--- config.mk ---
export PLATFORM = sky130hd
export DESIGN_NAME = spi_clear
export DESIGN_NICKNAME = d
export VERILOG_FILES = /design/src/rtl/spi_clear_pkg.sv /design/src/rtl/spi_byte_tx.sv /design/src/rtl/spi_clear.sv
export SDC_FILE = /design/constraint.sdc
export NUM_CORES = 1
export LEC_CHECK = 0
export CAP_MARGIN = 20
export CORE_MARGIN = 4
export CORE_UTILIZATION = 55
export DETAILED_ROUTE_END_ITERATION = 16
export PLACE_DENSITY = 0.72
export SLEW_MARGIN = 40
export SYNTH_ARGS = -nofsm -noshare
export SYNTH_HDL_FRONTEND = slang
export SYNTH_SLANG_ARGS = --single-unit
export TNS_END_PERCENT = 20
--- constraint.sdc ---
create_clock -name i_clk -period 3.97 [get_ports i_clk]
set_input_delay 1.191 -clock i_clk [delete_from_list [all_inputs] [get_ports i_clk]]
set_output_delay 1.191 -clock i_clk [all_outputs]
set_load 0.03 [all_outputs]
--- src/rtl/spi_clear_pkg.sv ---
// spi_clear shared definitions: panel command bytes, sequencer states
// and header-index helpers.
package spi_clear_pkg;

    localparam logic [7:0] CMD_CASET = 8'h2A;
    localparam logic [7:0] CMD_PASET = 8'h2B;
    localparam logic [7:0] CMD_RAMWR = 8'h2C;

    localparam logic [3:0] HDR_PIX = 4'd11;

    typedef enum logic [1:0] {
        IDLE,
        WAIT,
        SEND,
        FINISH
    } state_t;

    function automatic logic hdr_is_cmd(input logic [3:0] idx);
        return (idx == 4'd0) || (idx == 4'd5) || (idx == 4'd10);
    endfunction

endpackage

--- src/rtl/spi_byte_tx.sv ---
// 8-bit MSB-first load/shift serializer; last flags the final bit so the
// next byte can be loaded on the same edge with no gap cycle.
module spi_byte_tx (
    input  logic       clk,
    input  logic       rst_n,
    input  logic       load,
    input  logic       clr,
    input  logic [7:0] data,
    output logic       bit_out,
    output logic       last
);

    logic [7:0] sh;
    logic [2:0] cnt;

    always_ff @(posedge clk or negedge rst_n) begin
        if (!rst_n) begin
            sh  <= '0;
            cnt <= '0;
        end else if (load) begin
            sh  <= data;
            cnt <= '0;
        end else if (clr) begin
            sh  <= '0;
            cnt <= '0;
        end else begin
            sh  <= {sh[6:0], 1'b0};
            cnt <= cnt + 3'd1;
        end
    end

    assign bit_out = sh[7];
    assign last    = (cnt == 3'd7);

endmodule

--- src/rtl/spi_clear.sv ---
// ILI9341 full-screen clear sequencer: CASET/PASET window, RAMWR, fill.
// Define SPI_CLEAR_COLOR_EN to fill with COLOR instead of black.
module spi_clear
    import spi_clear_pkg::*;
#(
    parameter int          DELAY  = 20,
    parameter int          WIDTH  = 240,
    parameter int          HEIGHT = 320,
    parameter logic [15:0] COLOR  = 16'h0000
) (
    input  logic i_clk,
    input  logic i_rst,
    input  logic i_start,
    output logic o_mosi,
    output logic o_dc,
    output logic o_cs,
    output logic o_done
);

    localparam longint unsigned NPIX = longint'(WIDTH) * longint'(HEIGHT);
    localparam int PW = $clog2(NPIX + 1);
    localparam logic [PW-1:0] PIX_LAST = PW'(NPIX);
    localparam int DW = (DELAY > 0) ? $clog2(DELAY + 1) : 1;
    localparam logic [DW-1:0] DLY_INIT = DW'(DELAY);
    localparam logic [15:0] W_END = 16'(WIDTH - 1);
    localparam logic [15:0] H_END = 16'(HEIGHT - 1);

`ifdef SPI_CLEAR_COLOR_EN
    localparam logic [15:0] PIX_FILL = COLOR;
`else
    localparam logic [15:0] PIX_FILL = COLOR & 16'h0000;
`endif

    state_t          state;
    logic [DW-1:0]   dly;
    logic [3:0]      idx;
    logic            half;
    logic [PW-1:0]   pix;

    logic [7:0]      nxt_byte;
    logic            nxt_dc;
    logic            seq_end;
    logic            tx_load;
    logic            tx_clr;
    logic            tx_last;

    always_comb begin
        nxt_byte = 8'h00;
        nxt_dc   = 1'b1;
        if (idx == HDR_PIX) begin
            nxt_byte = half ? PIX_FILL[7:0] : PIX_FILL[15:8];
        end else begin
            nxt_dc = ~hdr_is_cmd(idx);
            unique case (idx)
                4'd0:    nxt_byte = CMD_CASET;
                4'd3:    nxt_byte = W_END[15:8];
                4'd4:    nxt_byte = W_END[7:0];
                4'd5:    nxt_byte = CMD_PASET;
                4'd8:    nxt_byte = H_END[15:8];
                4'd9:    nxt_byte = H_END[7:0];
                4'd10:   nxt_byte = CMD_RAMWR;
                default: nxt_byte = 8'h00;
            endcase
        end
    end

    // Stream is over once every pixel's low byte has been loaded
    assign seq_end = (idx == HDR_PIX) && !half && (pix == PIX_LAST);
    assign tx_load = ((state == WAIT) && (dly == '0))
                   || ((state == SEND) && tx_last && !seq_end);
    assign tx_clr  = (state != SEND);

    spi_byte_tx u_tx (
        .clk     (i_clk),
        .rst_n   (i_rst),
        .load    (tx_load),
        .clr     (tx_clr),
        .data    (nxt_byte),
        .bit_out (o_mosi),
        .last    (tx_last)
    );

    always_ff @(posedge i_clk or negedge i_rst) begin
        if (!i_rst) begin
            state  <= IDLE;
            dly    <= '0;
            idx    <= '0;
            half   <= 1'b0;
            pix    <= '0;
            o_cs   <= 1'b1;
            o_dc   <= 1'b0;
            o_done <= 1'b0;
        end else begin
            o_done <= 1'b0;
            if (tx_load) begin
                o_dc <= nxt_dc;
                if (idx != HDR_PIX) begin
                    idx <= idx + 4'd1;
                end else begin
                    half <= ~half;
                    if (half)
                        pix <= pix + PW'(1);
                end
            end
            unique case (state)
                IDLE: begin
                    o_cs <= 1'b1;
                    o_dc <= 1'b0;
                    if (i_start) begin
                        state <= WAIT;
                        dly   <= DLY_INIT;
                        idx   <= '0;
                        half  <= 1'b0;
                        pix   <= '0;
                    end
                end
                WAIT: begin
                    if (dly == '0) begin
                        state <= SEND;
                        o_cs  <= 1'b0;
                    end else begin
                        dly <= dly - DW'(1);
                    end
                end
                SEND: begin
                    if (tx_last && seq_end) begin
                        state  <= FINISH;
                        o_cs   <= 1'b1;
                        o_dc   <= 1'b0;
                        o_done <= 1'b1;
                    end
                end
                FINISH: begin
                    state <= IDLE;
                end
                default: state <= IDLE;
            endcase
        end
    end

endmodule

==> summary.md, run 1 <==
| Metric | Value |
|---|---|
| Max-slew headroom | 0.530 |
| Placeable Area | 0.00444 mm2 |
| # clock sinks | 43 |
| Synthesized area | 0.00257 mm2 |
| Cell taking the most area after synthesis | dfrtp_1 |
| Post-synthesis xor/xnor area fraction | 0.0510 |
| Synth Warn # | 0 |
| Drt total wl | 4.97 mm |
| Synth cell types | 55 |
| Fin nets | 290 |
| Largest family of logic cells by synthesized area | simple AND/OR/NAND/NOR gates |
| Die Wd | 76.4 um |
| Syn avg cell area | 9.57 um2 |
| Syn Inst Count | 269 |
| Crit path launch type | flop |
| Crit path DAT | 3.02 ns |
| Max VDD drop | 0.000172 V |
| Postcts setup bufs | 0 |
| Starting Density | 0.579 |
| Synth Area in Compound Gates | 0.179 |
| Max Freq | 0.357 GHz |
| H-tree levels | 2 |
| Worst-case clock skew | 0.00506 ns |
| CP required | 4.18 ns |
| Vias after detailed routing | 1,868 |
| Synthesized-area fraction occupied by adder cells | 0.0729 |
| CTS root buffer | clkbuf_8 |
| Post-Route Utilization | 0.619 |
| WHS | 0.459 ns |
| Syn-to-layout area delta | 6.85% |
| DIE HEIGHT | 76.4 um |
| Number of buffers added on ports | 6 |
| Tmin final | 2.80 ns |
| Maximum number of pins on one net before global-route repair | 44 |
| Routed Antenna Nets | 0 |
| DR WL/cell | 15.3 um |
| Unrepaired setup endpoints after global routing | no |
| Final Hold Fails | 0 |
| Gr ovfl total | 0 |
| Fin. max-slew vios | 0 |
| CTS buffer count | 5 |
| Vias per Instance | 5.75 |
| Reg clk slew, reported paths | 0.08 ns |
| Cell Chain, Critical Path | nand2b_1 -> nor2_2 -> ha_1 -> nor4b_1 -> nand3_1 -> o21bai_4 -> and2_1 -> o21ai_1 -> a21oi_1 |
| Leak | 1.08 nW |
| CP max stage cell | o21bai_4 |
| Number of synthesized flops with an enable pin | 0 |
| Critical path fanouts, max | 18 |
| Setup TNS | 0 ns |
| Clk Latency, worst-skew pair | 0.29 ns |
| Synth top area share | 0.408 |
| Initial antenna violation count | 0 |
| # fillers | 374 |
| Worst Tran Pin Value | 0.705 ns |
| Register bit total from synthesis | 43 |
| DR pass1 iterations | 5 |
| Tcrit/Tclk final | 0.706 |
| DIE AREA | 0.00584 mm2 |
| Synthesized net count | 287 |
| Outcome | completed |
| Mux share of post-synthesis cell area | 0.0136 |
| Gp weighted congestion | 0.893 |
| Final setup fails | 0 |
| Clock tree buffer depth | 2 |
| Post-Synth Simple-Gate Area | 0.216 |
| Critical path's largest stage delay | 0.55 ns |
| Layout cell share with drive strength beyond 1 | 0.117 |
| WS Path Type | flop to flop |
| Vias in the first global route | 1,828 |
| Post-CTS Hold Fix Bufs | 0 |
| Hold crit path type | flop to flop |
| I/O pin count | 7 |
| CTS tree | yes |
| Gr usage total | 0.185 |
| Antenna diodes | 0 |
| Placement Setup Slack | 1.17 ns |
| Worst setup EP type | flop |
| Iter 0 DRT Violations | 120 |
| Row count | 24 |
| Pwr Density | 292 mW/mm2 |
| Share of flip-flops with an asynchronous set or reset | 1.00 |
| # resized after CTS | 0 |
| First-pass GRT wire length | 8.85 mm |
| Post-synth top flop | dfrtp_1 |
| MaxCap Viol Count | 0 |
| Top post-synthesis cells by area | dfrtp_1 (41%), ha_1 (7.3%), nor2_1 (5.1%) |
| DR DRC count | 0 |
| Register area share after synthesis | 0.419 |
| HPWL Detailed | 3.41 mm |
| Final setup margin | 1.17 ns |
## cells in the final DEF (no fill, tap or decap), types with 2 or more instances in the layout
master	Yosys	final
nand3_1	13	13
a31o_1	4	4
mux2i_1	2	2
and3_1	2	2
nor2_1	35	35
nand2b_1	2	2
clkbuf_8	0	6
nor4b_1	2	2
buf_4	2	2
nor3_1	6	6
nand4_1	2	2
dfrtp_1	42	42
clkdlybuf4s50_1	0	5
nor2b_1	3	3
and2_1	4	4
xnor2_1	14	14
nor3b_1	2	2
a32o_1	2	2
a211oi_1	4	4
o22ai_1	3	3
nand2_1	21	20
a21oi_1	16	16
a211oi_2	8	8
inv_1	14	14
ha_1	15	15
o21ai_0	14	14
## final timing paths
path | startpoint | depth (start not counted) | slack, ns | to
max reg2reg | idx[2]$_DFF_PN0_ | 9 | 1.17 | pix[1]$_DFF_PN0_
min in group asynchronous | i_rst | 1 | 0.88 | state[0]$_DFFE_PN0P_
max in group asynchronous | i_rst | 1 | 2.72 | pix[1]$_DFF_PN0_
min | u_tx.cnt[0]$_DFF_PN0_ | 1 | 0.46 | u_tx.cnt[0]$_DFF_PN0_
min reg2reg | u_tx.cnt[0]$_DFF_PN0_ | 1 | 0.46 | u_tx.cnt[0]$_DFF_PN0_
max | idx[2]$_DFF_PN0_ | 9 | 1.17 | pix[1]$_DFF_PN0_
## cells by family (layout without fill, tap and decap cells)
kind of cell | after synthesis | in the layout
adder cells (fa/ha/maj) | 15 | 15
flip-flops | 43 | 43
buffers and inverters | 25 | 29
XOR/XNOR | 15 | 15
AND/OR/NAND/NOR | 106 | 106
multiplexers | 3 | 3
AO/OA/AOI/OAI | 62 | 62
## state kept, by name, summed over array words and instances (netlist names)
name,cells
pix,17
u_tx.sh,8
dly,5
idx,4
u_tx.cnt,3
state,2
half,1
o_cs,1
o_dc,1
o_done,1
## worst max-delay path: cells and delay by family (launching register included)
family	cells	cell delay, ns
AND/OR/NAND/NOR	5	1.23
AO/OA/AOI/OAI	3	0.82
flip-flops	1	0.50
adder cells (fa/ha/maj)	1	0.20
## layout make-up
type	instances	area (um2)	area share
Multi-Input combinational cell	201	1370	0.499
Sequential cell	43	1080	0.392
Clock buffer	6	82.6	0.0300
Timing Repair Buffer	7	65.1	0.0237
Tap cell	52	65.1	0.0237
Inverter	14	52.6	0.0191
Clock inverter	2	35.0	0.0127
## where the power goes
| part | switching (mW) | internal [mW] |
|---|---|---|
| sequential | 0 | 0.438 |
| combinational | 0.00862 | 0.00154 |
| clock | 0.152 | 0.204 |
## layer usage
layer,global-route usage,up-vias,part of all wire
met5,0,-,0
met4,0.0670,0,0.016
met3,0.0331,9,0.039
li1,-,951,-
met1,0.271,870,0.51
met2,0.273,38,0.43
## synth_stat cells (6+ instances only)
master	count
a211oi_2	8
a21oi_1	16
dfrtp_1	42
ha_1	15
inv_1	14
nand2_1	21
nand3_1	13
nor2_1	35
nor3_1	6
o21ai_0	14
xnor2_1	14
## metrics by stage
step	power [mW]	std cells	instance area, um2
floorplan	0.446	269	2570
global placement	0.457	317	2630
detailed placement	0.457	317	2630
CTS	0.813	325	2750
global route	0.830	325	2750
finish	0.804	325	2750
(Power assumes the default switching activity.)
==> run 2: changes to the inputs <==
Clock period 3.97 ns to 2.8 ns, I/O delays scaled along.
==> summary.md, run 2 (synthesis results as in run 1) <==
| Metric | Value |
|---|---|
| Commonest non-fill, non-tap cell in the layout | dfrtp_1 |
| Footprint of the multi-input gates | 0.00137 mm2 (-0.18%) |
| Tmin final | 2.47 ns (-0.334 ns) |
| Max reg flops | 17 (unchanged) |
| Worst Tran Pin Value | 0.619 ns (-0.0861 ns) |
| Layout cell share with drive strength beyond 1 | 0.123 (+0.00553) |
| Final setup fails | 0 (unchanged) |
| Die Wd | 76.4 um (unchanged) |
| Reg clk slew, reported paths | 0.08 ns (about the same) |
| Crit path launch | idx[2]$_DFF_PN0_ |
| Switching portion of total power | 0.194 (-0.00659) |
| Max Freq | 0.405 GHz (+14%) |
| HPWL Detailed | 3.56 mm (+4.4%) |
| Setup TNS | 0 ns (unchanged) |
| Placeable Area | 0.00444 mm2 (unchanged) |
| Worst-case clock skew | 0.0117 ns (+0.00667 ns) |
| Seq pwr share | 0.564 (+0.020) |
| Postcts setup bufs | 0 (unchanged) |
| Clk Latency, worst-skew pair | 0.30 ns (about the same) |
| Launch point of the worst reg-to-reg path | idx[2]$_DFF_PN0_ |
| Final Hold Fails | 0 (unchanged) |
| H-tree levels | 2 (unchanged) |
| Hold path startpoint | u_tx.cnt[0]$_DFF_PN0_ |
| Syn-to-layout area delta | 8.02% |
| Starting Density | 0.579 (unchanged) |
| Fin nets | 295 (+1.7%) |
| # clock sinks | 43 (unchanged) |
| CTS buffer count | 5 (unchanged) |
| DR pass1 iterations | 4 (-1) |
| Worst setup EP type | flop |
| Maximum number of pins on one net before global-route repair | 44 (unchanged) |
| CTS root buffer | clkbuf_8 |
| Internal power | 887 uW (+38%) |
| Switching Power | 213 uW (+32%) |
| Fin. max-slew vios | 0 (unchanged) |
| DR WL/cell | 15.3 um (about the same) |
| WS Path Type | flop to flop |
| Clock tree buffer depth | 2 (unchanged) |
| Largest regs | pix x17, u_tx.sh x8, dly x5 |
| DR DRC count | 0 (unchanged) |
| Reg area | 0.00108 mm2 (unchanged) |
| DIE AREA | 0.00584 mm2 (unchanged) |
| Gr ovfl total | 0 (unchanged) |
| Hold path depth | 1 (unchanged) |
| Leak | 1.10 nW (+1.4%) |
| Vias in the first global route | 1,916 (+4.8%) |
| I/O pin count | 7 (unchanged) |
| Row count | 24 (unchanged) |
| # fillers | 375 (+0.27%) |
| Gr usage total | 0.193 (+0.00780) |
| Overall power | 1.10 mW (+37%) |
| Critical path fanouts, max | 11 (-7) |
| CP required | 2.99 ns (-1.19 ns) |
| Max VDD drop | 0.000229 V (+33%) |
| DIE HEIGHT | 76.4 um (unchanged) |
| Iter 0 DRT Violations | 142 (+18%) |
| Part of the power in combinational logic | 0.016 (+0.003) |
| Reg with most FFs | pix |
| Reg2Reg Depth | 8 (-1) |
| Routed Antenna Nets | 0 (unchanged) |
| Unrepaired setup endpoints after global routing | no |
| Crit path DAT | 2.66 ns (-0.36 ns) |
| Number of buffers added on ports | 6 (unchanged) |
| # resized after CTS | 0 (unchanged) |
| Most frequent cells in the layout | dfrtp_1 (42), nor2_1 (35), nand2_1 (21), a21oi_1 (16), ha_1 (15) |
| Antenna diodes | 0 (unchanged) |
| Pwr Density | 395 mW/mm2 (+35%) |
| Vias after detailed routing | 1,907 (+2.1%) |
| Crit path launch type | flop |
| Gp weighted congestion | 0.864 (-3.2%) |
| MaxCap Viol Count | 0 (unchanged) |
| Max-slew headroom | 0.586 (+0.0564) |
| Post-CTS Hold Fix Bufs | 0 (unchanged) |
| Drt total wl | 5.03 mm (+1.2%) |
| Clock share of power | 0.420 (-0.023) |
| Initial antenna violation count | 0 (unchanged) |
| Vias per Instance | 5.80 (+0.85%) |
| Hold crit path type | flop to flop |
| CTS tree | yes |
| Outcome | completed |
| Tcrit/Tclk final | 0.882 (+0.176) |
| First-pass GRT wire length | 9.18 mm (+3.8%) |
-- run 2: critical path, cell delays in order, from the launching register on --
cell and delay [ns]:
dfrtp_1 0.48, nand2b_1 0.22, nor2_2 0.16, ha_1 0.19
nor4b_1 0.24, nand3_1 0.10, or3_1 0.34, a221o_1 0.34
mux2_4 0.30
-- run 2: layer usage --
layer	track usage	share of wire	vias to the layer above
met5	0	0	-
met2	0.298	0.47	27
met4	0.0688	0.011	0
met3	0.0343	0.034	5
li1	-	-	959
met1	0.271	0.49	916
-- run 2: final timing paths --
path / endpoint / slack (ns)
worst max-delay path: state[1]$_DFFE_PN0P_ / 0.33
worst min-delay path: u_tx.cnt[0]$_DFF_PN0_ / 0.45
worst max register to register: state[1]$_DFFE_PN0P_ / 0.33
worst min register to register: u_tx.cnt[0]$_DFF_PN0_ / 0.45
max in group asynchronous: o_cs$_DFFE_PN1P_ / 2.02
min in group asynchronous: pix[0]$_DFF_PN0_ / 0.49
-- run 2: power by group through the flow --
stage	combinational (mW)	sequential [mW]	clock, mW
2_1_floorplan	0.0000209	0.633	0
3_3_place_gp	0.0189	0.633	0
3_5_place_dp	0.0188	0.633	0
4_1_cts	0.0186	0.620	0.482
5_1_grt	0.0210	0.620	0.511
6_report	0.0175	0.621	0.461
-- run 2: final cells by class --
class,count,area share
sequential,43,0.387
inverter,14,0.0189
tap,52,0.0234
clock inverter,1,0.0108
multi-input combinational,201,0.493
timing repair buffer,12,0.0405
clock buffer,6,0.0261
-- run 2: stage by stage --
stage	cell area (um2)	setup slack [ns]	utilization	hold WS, ns	std cells
detailed placement	2680	0.361	0.602	0.430	322
floorplan	2570	0.513	-	0.415	269
global route	2780	0.0325	0.626	0.472	329
CTS	2780	0.340	0.626	0.451	329
finish	2780	0.330	0.626	0.452	329
global placement	2680	0.406	0.602	0.431	322
